[config.mk]
export PLATFORM = sky130hd
export DESIGN_NAME = cpu_sequencer_flat
export DESIGN_NICKNAME = d
export VERILOG_FILES = /design/src/rtl/cpu_pkg.sv /design/src/rtl/cpu_sequencer_if.sv /design/src/rtl/cpu_sequencer_dec.sv /design/src/rtl/seq_timeout_cnt.sv /design/src/rtl/cpu_sequencer.sv /design/src/flat_wrapper.sv
export SDC_FILE = /design/constraint.sdc
export NUM_CORES = 1
export LEC_CHECK = 0
export CORE_MARGIN = 2
export CORE_UTILIZATION = 40
export DETAILED_ROUTE_END_ITERATION = 16
export DONT_BUFFER_PORTS = 1
export RECOVER_POWER = 25
export SLEW_MARGIN = 20
export SYNTH_ARGS = -nofsm -noshare
export SYNTH_HDL_FRONTEND = slang
export SYNTH_SLANG_ARGS = --single-unit
[constraint.sdc]
create_clock -name clk -period 2.93 [get_ports clk]
set_clock_uncertainty 0.1 [all_clocks]
set_input_delay 0.586 -clock clk [delete_from_list [all_inputs] [get_ports clk]]
set_output_delay 0.586 -clock clk [all_outputs]
set_load 0.05 [all_outputs]
[src/rtl/cpu_pkg.sv]
// Shared definitions for the cpu_sequencer slice: opcode and ULA select
// constants, the sequencer state type, the decoded-instruction record and
// default widths.
package cpu_pkg;

  localparam int OPW_DEF          = 3;
  localparam int ULAW_DEF         = 2;
  localparam int MULT_TIMEOUT_DEF = 16;

  localparam logic [OPW_DEF-1:0] OP_NOP  = 3'b000;
  localparam logic [OPW_DEF-1:0] OP_STOP = 3'b001;
  localparam logic [OPW_DEF-1:0] OP_LOAD = 3'b010;
  localparam logic [OPW_DEF-1:0] OP_SET  = 3'b011;
  localparam logic [OPW_DEF-1:0] OP_ADD  = 3'b100;
  localparam logic [OPW_DEF-1:0] OP_MULT = 3'b101;

  localparam logic [ULAW_DEF-1:0] ULA_PASS = 2'd0;
  localparam logic [ULAW_DEF-1:0] ULA_LOAD = 2'd1;
  localparam logic [ULAW_DEF-1:0] ULA_ADD  = 2'd2;
  localparam logic [ULAW_DEF-1:0] ULA_MULT = 2'd3;

  typedef enum logic [2:0] {
    S_IDLE,
    S_FETCH,
    S_DECODE,
    S_EXEC,
    S_MWAIT,
    S_HALT
  } seq_state_t;

  // What the execute phase has to do for the captured opcode.
  typedef struct packed {
    logic                rd;
    logic                wr;
    logic                acc;
    logic                mult;
    logic                stop;
    logic                trap;
    logic [ULAW_DEF-1:0] ula;
  } dec_t;

endpackage

[src/rtl/cpu_sequencer_if.sv]
// Control bus between the sequencer (master) and the datapath/memory
// side (slave): handshake inputs and strobe outputs.
interface cpu_sequencer_if
  import cpu_pkg::*;
#(
  parameter int OPW  = OPW_DEF,
  parameter int ULAW = ULAW_DEF
);

  logic            start;
  logic [OPW-1:0]  opcode;
  logic            mem_ack;
  logic            mult_done;
  logic            mem_rd;
  logic            mem_wr;
  logic            ir_ld;
  logic            pc_inc;
  logic            acc_ld;
  logic [ULAW-1:0] ula_op;
  logic            mult_start;
  logic            halted;
  logic            err;

  modport master (
    input  start, opcode, mem_ack, mult_done,
    output mem_rd, mem_wr, ir_ld, pc_inc, acc_ld, ula_op, mult_start,
           halted, err
  );

  modport slave (
    output start, opcode, mem_ack, mult_done,
    input  mem_rd, mem_wr, ir_ld, pc_inc, acc_ld, ula_op, mult_start,
           halted, err
  );

endinterface

[src/rtl/cpu_sequencer_dec.sv]
// Instruction decoder: turns the captured opcode into the execute-phase
// actions and the ULA select used on the accumulator load.
// Build option: SEQ_ILLEGAL_TRAP_EN makes opcodes 110/111 trap to HALT
// with err set; otherwise they execute as NOP.
module cpu_sequencer_dec
  import cpu_pkg::*;
#(
  parameter int OPW = OPW_DEF
) (
  input  logic [OPW-1:0] i_op,
  output dec_t           o_dec
);

  // Pure table lookup; unknown opcodes fall to the illegal handling.
  always_comb begin
    o_dec     = '0;
    o_dec.ula = ULA_PASS;
    case (i_op)
      OPW'(OP_NOP):  ;
      OPW'(OP_STOP): o_dec.stop = 1'b1;
      OPW'(OP_LOAD): begin
        o_dec.rd  = 1'b1;
        o_dec.acc = 1'b1;
        o_dec.ula = ULA_LOAD;
      end
      OPW'(OP_SET):  o_dec.wr = 1'b1;
      OPW'(OP_ADD):  begin
        o_dec.rd  = 1'b1;
        o_dec.acc = 1'b1;
        o_dec.ula = ULA_ADD;
      end
      OPW'(OP_MULT): begin
        o_dec.rd   = 1'b1;
        o_dec.mult = 1'b1;
      end
      default: begin
`ifdef SEQ_ILLEGAL_TRAP_EN
        o_dec.trap = 1'b1;
`else
        o_dec.trap = 1'b0;
`endif
      end
    endcase
  end

endmodule

[src/rtl/seq_timeout_cnt.sv]
// Loadable up-counter that flags the last cycle the sequencer may wait
// for the multiplier before declaring a timeout.
module seq_timeout_cnt #(
  parameter int LIMIT = 16
) (
  input  logic clk,
  input  logic rst_n,
  input  logic i_clr,
  input  logic i_en,
  output logic o_term
);

  localparam int CW = $clog2(LIMIT);

  logic [CW-1:0] r_cnt;

  // Clear has priority so a fresh wait always starts counting from zero.
  always_ff @(posedge clk or negedge rst_n) begin
    if (!rst_n) begin
      r_cnt <= '0;
    end else if (i_clr) begin
      r_cnt <= '0;
    end else if (i_en) begin
      r_cnt <= r_cnt + CW'(1);
    end
  end

  assign o_term = (r_cnt == CW'(LIMIT - 1));

endmodule

[src/rtl/cpu_sequencer.sv]
// Multi-cycle fetch/decode/execute controller for the simple computer.
// All strobes are decoded combinationally from the state, the captured
// opcode and the ack/done inputs; only err is registered.
// Build option: SEQ_ILLEGAL_TRAP_EN (see cpu_sequencer_dec).
module cpu_sequencer
  import cpu_pkg::*;
#(
  parameter int OPW          = OPW_DEF,
  parameter int ULAW         = ULAW_DEF,
  parameter int MULT_TIMEOUT = MULT_TIMEOUT_DEF
) (
  input  logic             clk,
  input  logic             rst_n,
  cpu_sequencer_if.master  bus
);

  seq_state_t     r_state;
  seq_state_t     w_next;
  logic [OPW-1:0] r_op_q;
  logic           r_err;
  logic           w_err_set;
  logic           w_err_clr;
  logic           w_cnt_clr;
  logic           w_cnt_en;
  logic           w_term;
  dec_t           w_dec;

  cpu_sequencer_dec #(.OPW(OPW)) u_dec (
    .i_op  (r_op_q),
    .o_dec (w_dec)
  );

  seq_timeout_cnt #(.LIMIT(MULT_TIMEOUT)) u_tmo (
    .clk    (clk),
    .rst_n  (rst_n),
    .i_clr  (w_cnt_clr),
    .i_en   (w_cnt_en),
    .o_term (w_term)
  );

  // State register, opcode capture in DECODE and the sticky error flag.
  always_ff @(posedge clk or negedge rst_n) begin
    if (!rst_n) begin
      r_state <= S_IDLE;
      r_op_q  <= '0;
      r_err   <= 1'b0;
    end else begin
      r_state <= w_next;
      if (r_state == S_DECODE) begin
        r_op_q <= bus.opcode;
      end
      if (w_err_clr) begin
        r_err <= 1'b0;
      end else if (w_err_set) begin
        r_err <= 1'b1;
      end
    end
  end

  assign bus.err = r_err;

  // Next state and strobes; a done on the timeout cycle wins over the error.
  always_comb begin
    w_next         = r_state;
    w_err_set      = 1'b0;
    w_err_clr      = 1'b0;
    w_cnt_clr      = 1'b0;
    w_cnt_en       = 1'b0;
    bus.mem_rd     = 1'b0;
    bus.mem_wr     = 1'b0;
    bus.ir_ld      = 1'b0;
    bus.pc_inc     = 1'b0;
    bus.acc_ld     = 1'b0;
    bus.ula_op     = '0;
    bus.mult_start = 1'b0;
    bus.halted     = 1'b0;
    case (r_state)
      S_IDLE: begin
        if (bus.start) w_next = S_FETCH;
      end
      S_FETCH: begin
        bus.mem_rd = 1'b1;
        if (bus.mem_ack) begin
          bus.ir_ld  = 1'b1;
          bus.pc_inc = 1'b1;
          w_next     = S_DECODE;
        end
      end
      S_DECODE: w_next = S_EXEC;
      S_EXEC: begin
        if (w_dec.stop) begin
          w_next = S_HALT;
        end else if (w_dec.trap) begin
          w_err_set = 1'b1;
          w_next    = S_HALT;
        end else if (w_dec.rd) begin
          bus.mem_rd = 1'b1;
          if (bus.mem_ack) begin
            if (w_dec.mult) begin
              bus.mult_start = 1'b1;
              w_cnt_clr      = 1'b1;
              w_next         = S_MWAIT;
            end else begin
              bus.acc_ld = w_dec.acc;
              bus.ula_op = w_dec.acc ? ULAW'(w_dec.ula) : '0;
              w_next     = S_FETCH;
            end
          end
        end else if (w_dec.wr) begin
          bus.mem_wr = 1'b1;
          if (bus.mem_ack) w_next = S_FETCH;
        end else begin
          w_next = S_FETCH;
        end
      end
      S_MWAIT: begin
        w_cnt_en = 1'b1;
        if (bus.mult_done) begin
          bus.acc_ld = 1'b1;
          bus.ula_op = ULAW'(ULA_MULT);
          w_next     = S_FETCH;
        end else if (w_term) begin
          w_err_set = 1'b1;
          w_next    = S_HALT;
        end
      end
      S_HALT: begin
        bus.halted = 1'b1;
        if (bus.start) begin
          w_err_clr = 1'b1;
          w_next    = S_FETCH;
        end
      end
      default: w_next = S_IDLE;
    endcase
  end

endmodule

[src/flat_wrapper.sv]
// flat-port wrapper written by rule: the top's interface ports become plain ports
module cpu_sequencer_flat import cpu_pkg::*;
#(
  parameter int OPW          = OPW_DEF,
  parameter int ULAW         = ULAW_DEF,
  parameter int MULT_TIMEOUT = MULT_TIMEOUT_DEF
)
  (clk, rst_n, bus_start, bus_opcode, bus_mem_ack, bus_mult_done, bus_mem_rd, bus_mem_wr, bus_ir_ld, bus_pc_inc, bus_acc_ld, bus_ula_op, bus_mult_start, bus_halted, bus_err);
  cpu_sequencer_if #(.OPW(OPW), .ULAW(ULAW)) bus_i ();
  input  logic clk;
  input  logic rst_n;
  input wire logic [$bits(bus_i.start)-1:0] bus_start;
  input wire logic [$bits(bus_i.opcode)-1:0] bus_opcode;
  input wire logic [$bits(bus_i.mem_ack)-1:0] bus_mem_ack;
  input wire logic [$bits(bus_i.mult_done)-1:0] bus_mult_done;
  output wire logic [$bits(bus_i.mem_rd)-1:0] bus_mem_rd;
  output wire logic [$bits(bus_i.mem_wr)-1:0] bus_mem_wr;
  output wire logic [$bits(bus_i.ir_ld)-1:0] bus_ir_ld;
  output wire logic [$bits(bus_i.pc_inc)-1:0] bus_pc_inc;
  output wire logic [$bits(bus_i.acc_ld)-1:0] bus_acc_ld;
  output wire logic [$bits(bus_i.ula_op)-1:0] bus_ula_op;
  output wire logic [$bits(bus_i.mult_start)-1:0] bus_mult_start;
  output wire logic [$bits(bus_i.halted)-1:0] bus_halted;
  output wire logic [$bits(bus_i.err)-1:0] bus_err;
  assign bus_i.start = bus_start;
  assign bus_i.opcode = bus_opcode;
  assign bus_i.mem_ack = bus_mem_ack;
  assign bus_i.mult_done = bus_mult_done;
  assign bus_mem_rd = bus_i.mem_rd;
  assign bus_mem_wr = bus_i.mem_wr;
  assign bus_ir_ld = bus_i.ir_ld;
  assign bus_pc_inc = bus_i.pc_inc;
  assign bus_acc_ld = bus_i.acc_ld;
  assign bus_ula_op = bus_i.ula_op;
  assign bus_mult_start = bus_i.mult_start;
  assign bus_halted = bus_i.halted;
  assign bus_err = bus_i.err;
  cpu_sequencer #(.OPW(OPW), .ULAW(ULAW), .MULT_TIMEOUT(MULT_TIMEOUT)) u_core (.clk(clk), .rst_n(rst_n), .bus(bus_i));
endmodule
==> results of run 1 <==
==> registers in the layout, summed over array words and instances, names as in the netlist <==
signal and count:
u_core.r_op_q 3, u_core.bus.err 1, u_core.r_state 3, u_core.u_tmo.r_cnt 4
==> per-stage QoR <==
step	cell area [µm²]	setup slack, ns	utilization	cells	power [mW]
4_1_cts	792	0.592	0.508	94	0.919
3_3_place_gp	754	0.907	0.484	89	0.798
2_1_floorplan	688	0.0553	-	68	0.714
6_report	792	0.596	0.508	94	0.914
3_5_place_dp	754	0.906	0.484	89	0.807
5_1_grt	792	0.485	0.508	94	0.982
==> how the worst min path moves through the flow <==
stage | from | endpoint | slack (ns) | cells past startpoint
3_3_place_gp | rst_n | u_core.u_tmo.r_cnt[1] | 0.19 | 0
2_1_floorplan | rst_n | u_core.bus.err | 0.19 | 0
4_1_cts | bus_opcode[0] | u_core.r_op_q[0] | 0.35 | 1
5_1_grt | bus_opcode[0] | u_core.r_op_q[0] | 0.34 | 1
6_report | bus_opcode[0] | u_core.r_op_q[0] | 0.36 | 1
3_5_place_dp | rst_n | u_core.r_op_q[0] | 0.19 | 0
==> layout by cell type (no fill, tap or decap), drive strengths merged, types with 4 or more instances in the layout <==
master / instances
buf: 8
dfrtp: 11
nor2: 5
o21ai: 4
==> power by group through the flow <==
stage,Sequential (mW),Clock [mW],Combinational (mW)
after floorplan,0.297,0,0.417
after global placement,0.349,0,0.449
after detailed placement,0.353,0,0.453
after CTS,0.350,0.109,0.460
after global routing,0.367,0.116,0.498
final,0.353,0.103,0.458
==> routing by layer <==
metal	part of all wire	vias to the layer above
met4	0.0059	0
met2	0.49	17
met3	0.069	2
met1	0.43	265
met5	0	-
li1	-	273
==> what timing repair did <==
| item | in CTS | in global routing |
|---|---|---|
| endpoints found under the hold margin | 11 | 0 |
| endpoints found under the setup margin | 0 | 0 |
| hold buffers | 1 | 0 |
| gates resized for setup | 0 | 0 |
==> area by class of cell <==
cell class / count / share of cell area
Multi-Input combinational cell: 51 / 0.485
Clock buffer: 3 / 0.0284
Tap cell: 16 / 0.0253
Inverter: 3 / 0.0142
Timing Repair Buffer: 9 / 0.0932
Clock inverter: 1 / 0.00632
Sequential cell: 11 / 0.348
==> worst max-delay path, cell delays in order (launching register included) <==
cell and delay [ns]:
dfrtp_1 0.56, nor2b_1 0.26, nand4_1 0.17, o21ai_1 0.17
buf_4 0.21
==> cell families (layout without fill, tap and decap cells) <==
family / Yosys count / count (layout) / share of synthesized area
XOR/XNOR: 2 / 2 / 0.0255
adder cells (fa/ha/maj): 1 / 1 / 0.0182
AO/OA/AOI/OAI: 14 / 14 / 0.142
multiplexers: 6 / 6 / 0.0927
flip-flops: 11 / 11 / 0.400
buffers and inverters: 6 / 16 / 0.0491
AND/OR/NAND/NOR: 28 / 28 / 0.273
==> summary.md, run 1 <==
| Metric | Value |
|---|---|
| Outcome | `complete, no violations` |
| Worst hold slack | `roughly 0.36 ns` |
| Total gr overflow | `0` |
| CP Max Fanout | `11` |
| Relative slew slack | `0.667` |
| FILL cells | `roughly 160` |
| Combinational power share | `0.501` |
| Worst Tran Pin Value | `~0.5 ns` |
| Multi-input gate area | `384 µm²` |
| Max-cap viol count | `0` |
| DR iter-0 viols | `4` |
| Sequential fraction of design power | `0.386` |
| Net Sw Frac | `0.485` |
| Chip Height | `about 45 µm` |
| Worst R2R Setup Slack | `roughly 1.3 ns` |
| Clock network fraction of total power | `0.113` |
| Final worst path period share | `0.797` |
| Largest net degree at the start of global routing | `12` |
| Internal power | `about 0.47 mW` |
| N_diodes | `0` |
| Clock buffer count from CTS | `3` |
| # setup viols final | `0` |
| RSZ-0062 raised after global routing | `false` |
| Cell accounting for the most synthesized area | `dfrtp_1` |
| Critical Path RT | `between 2 and 2.5 ns` |
| Crit. Startpoint | `u_core.r_state[0]` |
| Hold WC Path Type | `in -> reg` |
| Syn Inst Count | `68` |
| Crit path to | `bus_ula_op[0]` |
| Setup_tns | `0 ns` |
| Row cnt | `14` |
| Top FF cell, synth | `dfrtp_1` |
| RR Startpoint | `u_core.r_state[1]` |
| Post-synth top area share | `0.400` |
| Post-DP HPWL | `around 1000 µm` |
| Fin. Hold Viols | `0` |
| Final Critical Period | `~2.3 ns` |
| Clk buf depth | `2` |
| Die width | `about 45 µm` |
| Detailed Route WL | `around 1400 µm` |
| H-tree depth | `1` |
| Fmax | `approximately 0.43 GHz` |
| Worst setup SP type | `flop` |
| Initial antenna violation count | `0` |
| Synth Warn # | `0` |
| Worst EP arrival | `about 1.7 ns` |
| Nets | `88` |
| Layout cells sized above 1 | `0.269` |
| Buffers on Ports | `0` |
| Via count | `~560` |
| Area Growth Syn to Fin | `15.1%` |
| Peak supply drop | `approximately 0.5 mV` |
| Critical Path Sink Type | `output port` |
| GRT Util Overall | `0.154` |
| Number of synthesized flops with an enable pin | `0` |
| Core ar. | `about 0.0016 mm²` |
| Reg2reg path depth | `3` |
| CTS Root Cell | `clkbuf_4` |
| Clock Sinks | `11` |
| Syn_nets | `77` |
| Critical path class | `reg -> out` |
| Initial Utilization | `0.441` |
| Vias/cell | `about 5.9` |
| ANT nets after route | `0` |
| CTS tree | `done` |
| Top-count cell post-synth | `dfrtp_1` |
| Clk Latency, worst-skew pair | `about 0.27 ns` |
| Vias in the first global route | `512` |
| Worst r2r dst | `u_core.r_op_q[2]` |
| CTS clk-pin slew, worst paths | `0.07 ns` |
| Top cells by area, synth | `dfrtp_1 (40%), mux2_2 (4.9%), mux2i_1 (4.4%), buf_4 (3.3%), o21ai_0 (2.9%)` |
| Post-CTS setup buffers | `0` |
| Grt met1 use | `0.193` |
| Wire per inst | `14.5 µm` |
| Die ar. | `0.00207 mm²` |
| Storage cell area | `around 280 µm²` |
| Mapped cell area | `roughly 700 µm²` |
| Commonest cells in the netlist | `dfrtp_1 (11), nor2_1 (5), o21ai_0 (4)` |
| Unique masters post-synth | `33` |
| Syn Area/Cell | `10.1 µm²` |
| P_sw | `approximately 0.44 mW` |
| Leak Pwr | `0.343 nW` |
| Met3 usage in global routing | `0.0714` |
| Met2 Usage GRT | `0.242` |
| RD Place Congestion | `roughly 0.8` |
| Pwr/cell area | `approximately 1200 mW/mm²` |
| First-pass GRT wire length | `around 2200 µm` |
| Sequential area share after synthesis | `0.400` |
| GRT Max-Usage Layer | `met2` |
| Ys async rst share | `1.00` |
| Post-route DRC | `0` |
| Seq cells post-synth | `11` |
| I/O pin count | `18` |
| Slew Viols, Final | `0` |
| 1st-pass router iterations | `4` |
(Power assumes the default switching activity.)
==> run 2, diff against run 1 <==
==> constraint.sdc (replaced) <==
create_clock -name clk -period 2.37 [get_ports clk]
set_clock_uncertainty 0.1 [all_clocks]
set_input_delay 0.474 -clock clk [delete_from_list [all_inputs] [get_ports clk]]
set_output_delay 0.474 -clock clk [all_outputs]
set_load 0.05 [all_outputs]
==> run 2 against run 1 <==
Cell area decreased by 0.63%. Sequential power is 23% higher. Non-clock buffer count is 1 lower. Sequential share of layout area grew 0.22 points. First-iteration DRC count up 25%. Die area unchanged. Worst setup slack worse by 0.48 ns. Cell count decreased by 1.1%. Largest power group unchanged.
==> summary.md, run 2 (synthesis gave the netlist of run 1 again) <==
| Metric | Value |
|---|---|
| Chip Height | `45.5 µm (unchanged)` |
| N_diodes | `0 (unchanged)` |
| Fin cells | `93 (-1.1%)` |
| Relative slew slack | `0.674 (+0.00734)` |
| Clk Latency, worst-skew pair | `0.27 ns (about the same)` |
| RSZ-0062 raised after global routing | `false` |
| Initial Utilization | `0.441 (unchanged)` |
| Row cnt | `14 (unchanged)` |
| Peak per-stage delay on the critical path | `0.53 ns (-0.03 ns)` |
| CTS clk-pin slew, worst paths | `0.07 ns (about the same)` |
| Core ar. | `0.00156 mm² (unchanged)` |
| Worst Tran Pin Value | `0.487 ns (-0.0110 ns)` |
| Grt met1 use | `0.199 (+0.00641)` |
| Via count | `524 (-5.9%)` |
| Place WS | `0.446 ns (-0.460 ns)` |
| Clock Sinks | `11 (unchanged)` |
| Critical Path Sink Type | `output port` |
| Post-DP HPWL | `1010 µm (-2.3%)` |
| Final worst path period share | `0.949` |
| Clock network fraction of total power | `0.116 (+0.003)` |
| Detailed Route WL | `1340 µm (-1.6%)` |
| Worst EP arrival | `1.68 ns (+0.03 ns)` |
| Layout cells sized above 1 | `0.260 (-0.00949)` |
| Peak supply drop | `0.576 mV (+15%)` |
| CTS resizes | `0 (unchanged)` |
| Area Growth Syn to Fin | `14.4%` |
| Leading cell types in the layout, fill and taps excluded | `dfrtp_1 (11), buf_4 (7), nor2_1 (5)` |
| Largest net degree at the start of global routing | `12 (unchanged)` |
| Sequential fraction of design power | `0.385 (about the same)` |
| Storage cell area | `275 µm² (unchanged)` |
| Die width | `45.5 µm (unchanged)` |
| Post-route DRC | `0 (unchanged)` |
| GRT Util Overall | `0.161 (+0.00615)` |
| Leak Pwr | `0.339 nW (-1.2%)` |
| Worst hold slack | `0.249 ns (-0.111 ns)` |
| Commonest non-fill, non-tap cell in the layout | `dfrtp_1` |
| Net Sw Frac | `0.491 (+0.00506)` |
| CP Max Fanout | `11 (unchanged)` |
| Critical Path, Cell by Cell | `nor2b_1, and2_1` |
| Multi-input gate area | `390 µm² (+1.6%)` |
| Core Util, Final | `0.505 (-0.00321)` |
| Clk buf depth | `2 (unchanged)` |
| H-tree depth | `1 (unchanged)` |
| Crit-path slowest cell | `dfrtp_1` |
| Fin. Hold Viols | `0 (unchanged)` |
| CTS tree | `done` |
| I/O pin count | `18 (unchanged)` |
| Wire per inst | `14.5 µm (-0.55%)` |
| Pwr/cell area | `1430 mW/mm² (+24%)` |
| First-pass GRT wire length | `2230 µm (unchanged)` |
| Initial antenna violation count | `0 (unchanged)` |
| Critical path class | `reg -> out` |
| Met3 usage in global routing | `0.0714 (unchanged)` |
| Final Critical Period | `2.25 ns` |
| Vias/cell | `5.63 (-4.9%)` |
| DR iter-0 viols | `5 (+1)` |
| Nets | `87 (-1.1%)` |
| Critical Path RT | `1.80 ns (-0.44 ns)` |
| Vias in the first global route | `503 (-1.8%)` |
| ANT nets after route | `0 (unchanged)` |
| Worst setup SP type | `flop` |
| Slew Viols, Final | `0 (unchanged)` |
| Combinational power share | `0.499 (-0.002)` |
| Largest register FFs | `4 (unchanged)` |
| Buffers on Ports | `0 (unchanged)` |
| RD Place Congestion | `0.756 (-3.4%)` |
| # setup viols final | `0 (unchanged)` |
| GRT Max-Usage Layer | `met2` |
| CTS Root Cell | `clkbuf_4` |
| DP Area | `749 µm² (-0.66%)` |
| Top flop regs | `u_core.u_tmo.r_cnt: 4 flops, u_core.r_op_q: 3 flops, u_core.r_state: 3 flops` |
| Hold WC Path Type | `in -> reg` |
| DP Cell Count | `88 (-1.1%)` |
| Clock buffer count from CTS | `3 (unchanged)` |
| P_sw | `0.552 mW (+24%)` |
| Total gr overflow | `0 (unchanged)` |
| Max-cap viol count | `0 (unchanged)` |
| 1st-pass router iterations | `3 (-1)` |
| FILL cells | `144 (-8.3%)` |
| Internal power | `0.573 mW (+22%)` |
| Met2 Usage GRT | `0.239 (-0.00282)` |
| Fmax | `0.445 GHz` |
| Setup ws final | `0.121 ns (-0.475 ns)` |
| Overall Power | `1.12 mW (+23%)` |
| Setup_tns | `0 ns (unchanged)` |
| Final Instance Area | `787 µm² (-0.63%)` |
| Largest Register | `u_core.u_tmo.r_cnt` |
| Outcome | `complete, no violations` |
| Die ar. | `0.00207 mm² (unchanged)` |
## run 2: cell types whose count changed in the layout (fill, tap and decap cells not counted), sizes merged
cell,before,now
buf,8,7
## run 2: what timing repair did
item                      in CTS  in global routing
hold endpoints to repair      11                  0
setup buffers                  0                  0
hold buffers                   1                  0
## run 2: power groups by stage
stage / Clock (mW) / Sequential [mW] / Combinational [mW]
2_1_floorplan: 0 / 0.367 / 0.520
3_3_place_gp: 0 / 0.437 / 0.554
3_5_place_dp: 0 / 0.438 / 0.554
4_1_cts: 0.137 / 0.432 / 0.566
5_1_grt: 0.142 / 0.456 / 0.605
6_report: 0.130 / 0.433 / 0.562
## run 2: cell type report
class                   instances  area share
repair buffers                  8      0.0795
clock inverters                 1     0.00636
inverters                       3      0.0143
clock buffers                   3      0.0286
multi-input cells              51       0.496
well taps                      16      0.0254
flip-flops and latches         11       0.350
## run 2: routing by layer
layer | vias to the layer above | routed length [µm]
met3 | 2 | 63
met5 | - | 0
li1 | 267 | -
met2 | 9 | 631
met4 | 0 | 15
met1 | 246 | 633
## run 2: final timing paths
kind / from / endpoint / slack [ns] / cells after the start
setup / recovery: u_core.r_state[1] / bus_halted / 0.12 / 2
hold / removal: bus_opcode[0] / u_core.r_op_q[0] / 0.25 / 1
setup reg to reg: u_core.r_state[1] / u_core.r_op_q[2] / 0.74 / 3
hold reg to reg: u_core.r_op_q[0] / u_core.r_op_q[0] / 0.48 / 1
max in group asynchronous: rst_n / u_core.u_tmo.r_cnt[3] / 1.35 / 1
min in group asynchronous: rst_n / u_core.u_tmo.r_cnt[1] / 0.50 / 1
## run 2: critical path: cells and delay by family, from the launching register on
kind,cells,cell delay (ns)
flip-flops,1,0.53
AND/OR/NAND/NOR,2,0.87
